### src/rtl/core_types_pkg.sv
// Shared core types: the ALU operation code, the execute-unit state enum and a shift classifier.
package core_types_pkg;

    typedef enum logic [3:0] {
        ALU_ADD  = 4'd0,
        ALU_SUB  = 4'd1,
        ALU_SLL  = 4'd2,
        ALU_SLT  = 4'd3,
        ALU_SLTU = 4'd4,
        ALU_XOR  = 4'd5,
        ALU_SRL  = 4'd6,
        ALU_SRA  = 4'd7,
        ALU_OR   = 4'd8,
        ALU_AND  = 4'd9
    } alu_op_t;

    typedef enum logic [1:0] {
        EXEC_IDLE  = 2'd0,
        EXEC_SHIFT = 2'd1,
        EXEC_DONE  = 2'd2
    } alu_exec_state_t;

    function automatic logic alu_is_shift(input alu_op_t op);
        return (op == ALU_SLL) || (op == ALU_SRL) || (op == ALU_SRA);
    endfunction

endpackage

### src/rtl/alu_shift_step.sv
// One-bit shift of the iterative shifter's working register, selected by the shift op.
module alu_shift_step
    import core_types_pkg::*;
#(
    parameter int unsigned XLEN = 32
) (
    input  alu_op_t           op,
    input  logic [XLEN-1:0]   data,
    output logic [XLEN-1:0]   shifted
);

    always_comb begin
        shifted = data;
        case (op)
            ALU_SLL: shifted = {data[XLEN-2:0], 1'b0};
            ALU_SRL: shifted = {1'b0, data[XLEN-1:1]};
            ALU_SRA: shifted = {data[XLEN-1], data[XLEN-1:1]};
            default: shifted = data;
        endcase
    end

endmodule

### src/rtl/alu_exec_unit.sv
// Execute-stage ALU with valid/ready in and out; shifts are iterative (1 bit/cycle) unless
// ALU_BARREL_SHIFT_EN is defined, in which case every op completes in a single cycle.
module alu_exec_unit
    import core_types_pkg::*;
#(
    parameter int unsigned XLEN = 32
) (
    input  logic              clk,
    input  logic              rst,
    input  logic              in_valid,
    output logic              in_ready,
    input  alu_op_t           alu_op,
    input  logic [XLEN-1:0]   operand_a,
    input  logic [XLEN-1:0]   operand_b,
    output logic              out_valid,
    input  logic              out_ready,
    output logic [XLEN-1:0]   result,
    output logic              busy
);

    localparam int unsigned SHAMT_W = $clog2(XLEN);

    alu_exec_state_t    state_q;
    alu_exec_state_t    state_d;
    logic               accept;
    logic               start_shift;
    logic [SHAMT_W-1:0] shamt;
    logic [XLEN-1:0]    alu_res;

    assign shamt  = operand_b[SHAMT_W-1:0];
    assign accept = in_valid && in_ready;

`ifdef ALU_BARREL_SHIFT_EN
    assign start_shift = 1'b0;
`else
    // A zero shift amount is just a pass-through and completes like any other op.
    assign start_shift = alu_is_shift(alu_op) && (shamt != '0);
`endif

    // Single-cycle result; unknown op codes fall back to ADD.
    always_comb begin
        alu_res = operand_a + operand_b;
        case (alu_op)
            ALU_ADD:  alu_res = operand_a + operand_b;
            ALU_SUB:  alu_res = operand_a - operand_b;
            ALU_SLT:  alu_res = XLEN'($signed(operand_a) < $signed(operand_b));
            ALU_SLTU: alu_res = XLEN'(operand_a < operand_b);
            ALU_XOR:  alu_res = operand_a ^ operand_b;
            ALU_OR:   alu_res = operand_a | operand_b;
            ALU_AND:  alu_res = operand_a & operand_b;
`ifdef ALU_BARREL_SHIFT_EN
            ALU_SLL:  alu_res = operand_a << shamt;
            ALU_SRL:  alu_res = operand_a >> shamt;
            ALU_SRA:  alu_res = XLEN'($signed(operand_a) >>> shamt);
`else
            ALU_SLL,
            ALU_SRL,
            ALU_SRA:  alu_res = operand_a;
`endif
            default:  alu_res = operand_a + operand_b;
        endcase
    end

`ifndef ALU_BARREL_SHIFT_EN
    logic [XLEN-1:0]    work_q;
    logic [XLEN-1:0]    work_step;
    logic [SHAMT_W-1:0] count_q;
    alu_op_t            shift_op_q;
    logic               shift_last;

    alu_shift_step #(
        .XLEN    (XLEN)
    ) u_shift_step (
        .op      (shift_op_q),
        .data    (work_q),
        .shifted (work_step)
    );

    assign shift_last = (count_q == SHAMT_W'(1));

    // Iterative shifter working register and remaining-bit counter.
    always_ff @(posedge clk) begin
        if (rst) begin
            work_q     <= '0;
            count_q    <= '0;
            shift_op_q <= ALU_ADD;
        end else if (accept && start_shift) begin
            work_q     <= operand_a;
            count_q    <= shamt;
            shift_op_q <= alu_op;
        end else if (state_q == EXEC_SHIFT) begin
            work_q     <= work_step;
            count_q    <= count_q - SHAMT_W'(1);
        end
    end
`endif

    // Result register: loaded on single-cycle accepts or on the final shift step.
    always_ff @(posedge clk) begin
        if (rst) begin
            result <= '0;
        end else if (accept && !start_shift) begin
            result <= alu_res;
`ifndef ALU_BARREL_SHIFT_EN
        end else if ((state_q == EXEC_SHIFT) && shift_last) begin
            result <= work_step;
`endif
        end
    end

    always_ff @(posedge clk) begin
        if (rst) begin
            state_q <= EXEC_IDLE;
        end else begin
            state_q <= state_d;
        end
    end

    always_comb begin
        state_d = state_q;
        case (state_q)
            EXEC_IDLE: begin
                if (accept) begin
                    state_d = start_shift ? EXEC_SHIFT : EXEC_DONE;
                end
            end
`ifndef ALU_BARREL_SHIFT_EN
            EXEC_SHIFT: begin
                if (shift_last) begin
                    state_d = EXEC_DONE;
                end
            end
`endif
            EXEC_DONE: begin
                // A simultaneous accept hands straight over to the next op without a bubble.
                if (accept) begin
                    state_d = start_shift ? EXEC_SHIFT : EXEC_DONE;
                end else if (out_ready) begin
                    state_d = EXEC_IDLE;
                end
            end
            default: state_d = EXEC_IDLE;
        endcase
    end

    always_comb begin
        in_ready  = 1'b0;
        out_valid = 1'b0;
        busy      = 1'b0;
        case (state_q)
            EXEC_IDLE: in_ready = !rst;
`ifndef ALU_BARREL_SHIFT_EN
            EXEC_SHIFT: busy = 1'b1;
`endif
            EXEC_DONE: begin
                out_valid = 1'b1;
                in_ready  = !rst && out_ready;
            end
            default: ;
        endcase
    end

endmodule

### config.mk
export PLATFORM = sky130hd
export DESIGN_NAME = alu_exec_unit
export DESIGN_NICKNAME = d
export VERILOG_FILES = /design/src/rtl/core_types_pkg.sv /design/src/rtl/alu_shift_step.sv /design/src/rtl/alu_exec_unit.sv
export SDC_FILE = /design/constraint.sdc
export NUM_CORES = 1
export LEC_CHECK = 0
export CAP_MARGIN = 20
export CORE_ASPECT_RATIO = 1.4
export CORE_MARGIN = 3
export CORE_UTILIZATION = 53
export DETAILED_ROUTE_END_ITERATION = 12
export HOLD_SLACK_MARGIN = 0.1
export PLACE_DENSITY = 0.79
export SLEW_MARGIN = 20
export SYNTH_ARGS = -nofsm -noshare
export SYNTH_HDL_FRONTEND = slang
export SYNTH_SLANG_ARGS = --single-unit
### constraint.sdc
create_clock -name clk -period 3.4 [get_ports clk]
set_input_delay 0.51 -clock clk [delete_from_list [all_inputs] [get_ports clk]]
set_output_delay 0.51 -clock clk [all_outputs]
set_load 0.05 [all_outputs]
==> results.sh <==
export IMPL_status="finished clean"
export IMPL_finalCritPeriodShare_pct=99.4
export IMPL_critPathKind="primary input to flop"
export IMPL_track_usage_pct=39.3
export IMPL_grt_max_degree=77
export IMPL_grt_pass1_wl_um=57300
export IMPL_clkTransAtPathRegs_ns=0.07
export IMPL_placed_cell_area_um2=11600
export IMPL_ant_nets=0
export IMPL_period_needed_ns=3.38
export IMPL_root_buffer="clkbuf_16"
export IMPL_synth_area_leaders="dfxtp_1 (17%), ha_1 (14%), nor2_1 (7.1%)"
export IMPL_hp_class="flop to flop"
export IMPL_clock_latency_ns=0.35
export IMPL_fin_skew_ns=0.0101
export IMPL_grt_pass1_vias=10600
export IMPL_drive_above_1_share_pct=22.3
export IMPL_finalSetupTns_ns=0
export IMPL_yosysSeqAreaShare_pct=17.0
export IMPL_antennaDiodeCount=0
export IMPL_viasPerCell=6.76
export IMPL_crit_path_end_kind="flop"
export IMPL_die_h_um=159
export IMPL_busiest_layer="met2"
export IMPL_syn_inst=1231
export IMPL_use_met1_pct=54.1
export IMPL_synth_nets=1403
export IMPL_holdWs_ns=0.471
export IMPL_critical_path_top_delay_family="compound AO/OA/AOI/OAI gates"
export IMPL_wl_per_cell_um=22.2
export IMPL_htreeDepth=3
export IMPL_cts_buffers_inserted=9
export IMPL_synth_yosys_warnings=0
export IMPL_cp_arrival_ns=3.57
export IMPL_synth_flop_cell="dfxtp_1"
export IMPL_power_leakage_nw=5.25
export IMPL_use_met2_pct=60.7
export IMPL_drtIter0Drc=1835
export IMPL_core_area_um2=16200
export IMPL_clock_fmax_mhz=296
export IMPL_cellPowerDensity_nw_per_um2=303
export IMPL_ir_worst_vdd_mv=0.228
export IMPL_synth_avg_cell_area_um2=7.18
export IMPL_setup_viol=0
export IMPL_use_met3_pct=4.61
export IMPL_wirelength_um=37700
export IMPL_synth_edf_count=0
export IMPL_worst_slew_pin_slew_ns=0.934
export IMPL_slowest_stage="clkdlybuf4s50_1"
export IMPL_start_util_pct=54.4
export IMPL_drv_slew=0
export IMPL_ios=107
export IMPL_maxCapViolCount=0
export IMPL_mappedNetlistArea_um2=8830
export IMPL_utilization_pct=75.7
export IMPL_cpPeakStageDelay_ns=0.51
export IMPL_antenna_found_initial=0
export IMPL_cts_tree="yes"
export IMPL_synth_top_cell_area_share_pct=17.0
export IMPL_port_buffers=106
export IMPL_area_growth_pct=39.2
export IMPL_drtPass1Iterations=9
export IMPL_cts_buffer_depth=2
export IMPL_dp_hpwl_um=28300
export IMPL_rows=55
export IMPL_globalplace_congestion=1.04
export IMPL_ys_ff_latch=75
export IMPL_stdcell_area_um2=12300
export IMPL_async_reset_ff_share_pct=0
export IMPL_die_w_um=115
export IMPL_cp_max_fo=8
export IMPL_clock_sinks=75
export IMPL_crit_chain="clkdlybuf4s50_1, inv_1, ha_4, nor4_4, nand2_1, o21ai_4, o22ai_4, buf_6, o41a_1, o31ai_4, xnor2_1, a221oi_2, nor3_1"
export IMPL_synth_area_leader_cell="dfxtp_1"
export IMPL_power_total_mw=3.72
export IMPL_critPathBufInv=3
export IMPL_overflow=0
export IMPL_layout_nets=1665
export IMPL_ys_types=84
export IMPL_die_area_um2=18300
export IMPL_remaining_drc_errors=0
export IMPL_cp_required_ns=3.59
export IMPL_maxSlewHeadroom_pct=37.7
export IMPL_finalHoldViolCount=0
export IMPL_cp_start_kind="primary input"
export IMPL_num_vias=11500
export IMPL_cts_hold_buf=0
==> per-layer routing <==
metal / vias to the layer above / part of all wire (%)
li1: 5123 / -
met3: 150 / 10
met5: - / 0
met4: 0 / 5.3
met2: 820 / 45
met1: 5374 / 40
==> power by group <==
part / switching, mW / total [mW] / internal [mW]
logic: 0.986 / 1.72 / 0.737
registers: 0.0392 / 0.962 / 0.923
clock network: 0.451 / 1.04 / 0.584
total: 1.48 / 3.72 / 2.24
==> path summary, 6_finish.rpt <==
kind | from | to | slack, ns | depth (start not counted)
max | operand_a[9] | result[22] | 0.02 | 13
min reg2reg | shift_op_q[3] | shift_op_q[3] | 0.47 | 1
min | shift_op_q[3] | shift_op_q[3] | 0.47 | 1
max reg2reg | state_q[1] | result[15] | 1.05 | 10
==> sequential cells by signal (all words and copies together) (netlist names) <==
| register | count |
|---|---|
| count_q | 5 |
| shift_op_q | 4 |
| work_q | 32 |
| result | 32 |
| state_q | 2 |
==> final cells by class <==
| cell class | count | area (um2) |
|---|---|---|
| clock buffer | 9 | 225 |
| clock inverter | 7 | 82.6 |
| multi-input combinational | 962 | 6930 |
| sequential | 75 | 1500 |
| inverter | 101 | 379 |
| timing repair buffer | 344 | 2930 |
| tap | 199 | 249 |
| fill | 1323 | 3940 |
==> cells in the final DEF, fill, tap and decap left out, types with 18 or more instances in the layout <==
cell / instances
a222oi_1: 28
inv_1: 95
nor2_1: 165
dfxtp_1: 75
nor3_1: 33
nand2_1: 87
nand3_1: 25
o21ai_0: 53
clkdlybuf4s50_1: 93
ha_1: 88
a21oi_1: 88
buf_4: 231
a31oi_1: 18
a221oi_1: 44
==> synthesized netlist by cell type (17+ instances only) <==
cell type	n
o21ai_0	58
a221oi_1	46
a31oi_1	19
a21o_1	17
nand2_1	87
nand3_1	25
clkbuf_1	74
nor3_1	34
o211ai_1	17
dfxtp_1	75
nor2_1	168
ha_1	98
inv_1	101
a222oi_1	28
a21oi_1	95
==> per-stage QoR <==
stage / setup WS, ns / instances
5_1_grt: -0.0978 / 1697
3_3_place_gp: -0.464 / 1677
2_1_floorplan: 0.0542 / 1231
3_5_place_dp: -0.510 / 1677
4_1_cts: 0.000747 / 1693
6_report: 0.0220 / 1697
==> repair_timing <==
item,in CTS,in global routing
pin swaps,3,25
gates resized for setup,10,67
gates cloned,0,0
setup endpoints to repair,10,19
buffers inserted,0,5
==> logic make-up after synthesis <==
family,Yosys count,synth area share (%)
AO/OA/AOI/OAI,445,37.4
XOR/XNOR,9,0.892
adder cells (fa/ha/maj),100,14.3
buffers and inverters,194,8.56
flip-flops,75,17.0
multiplexers,8,0.935
AND/OR/NAND/NOR,400,20.9
(Power assumes the default switching activity.)
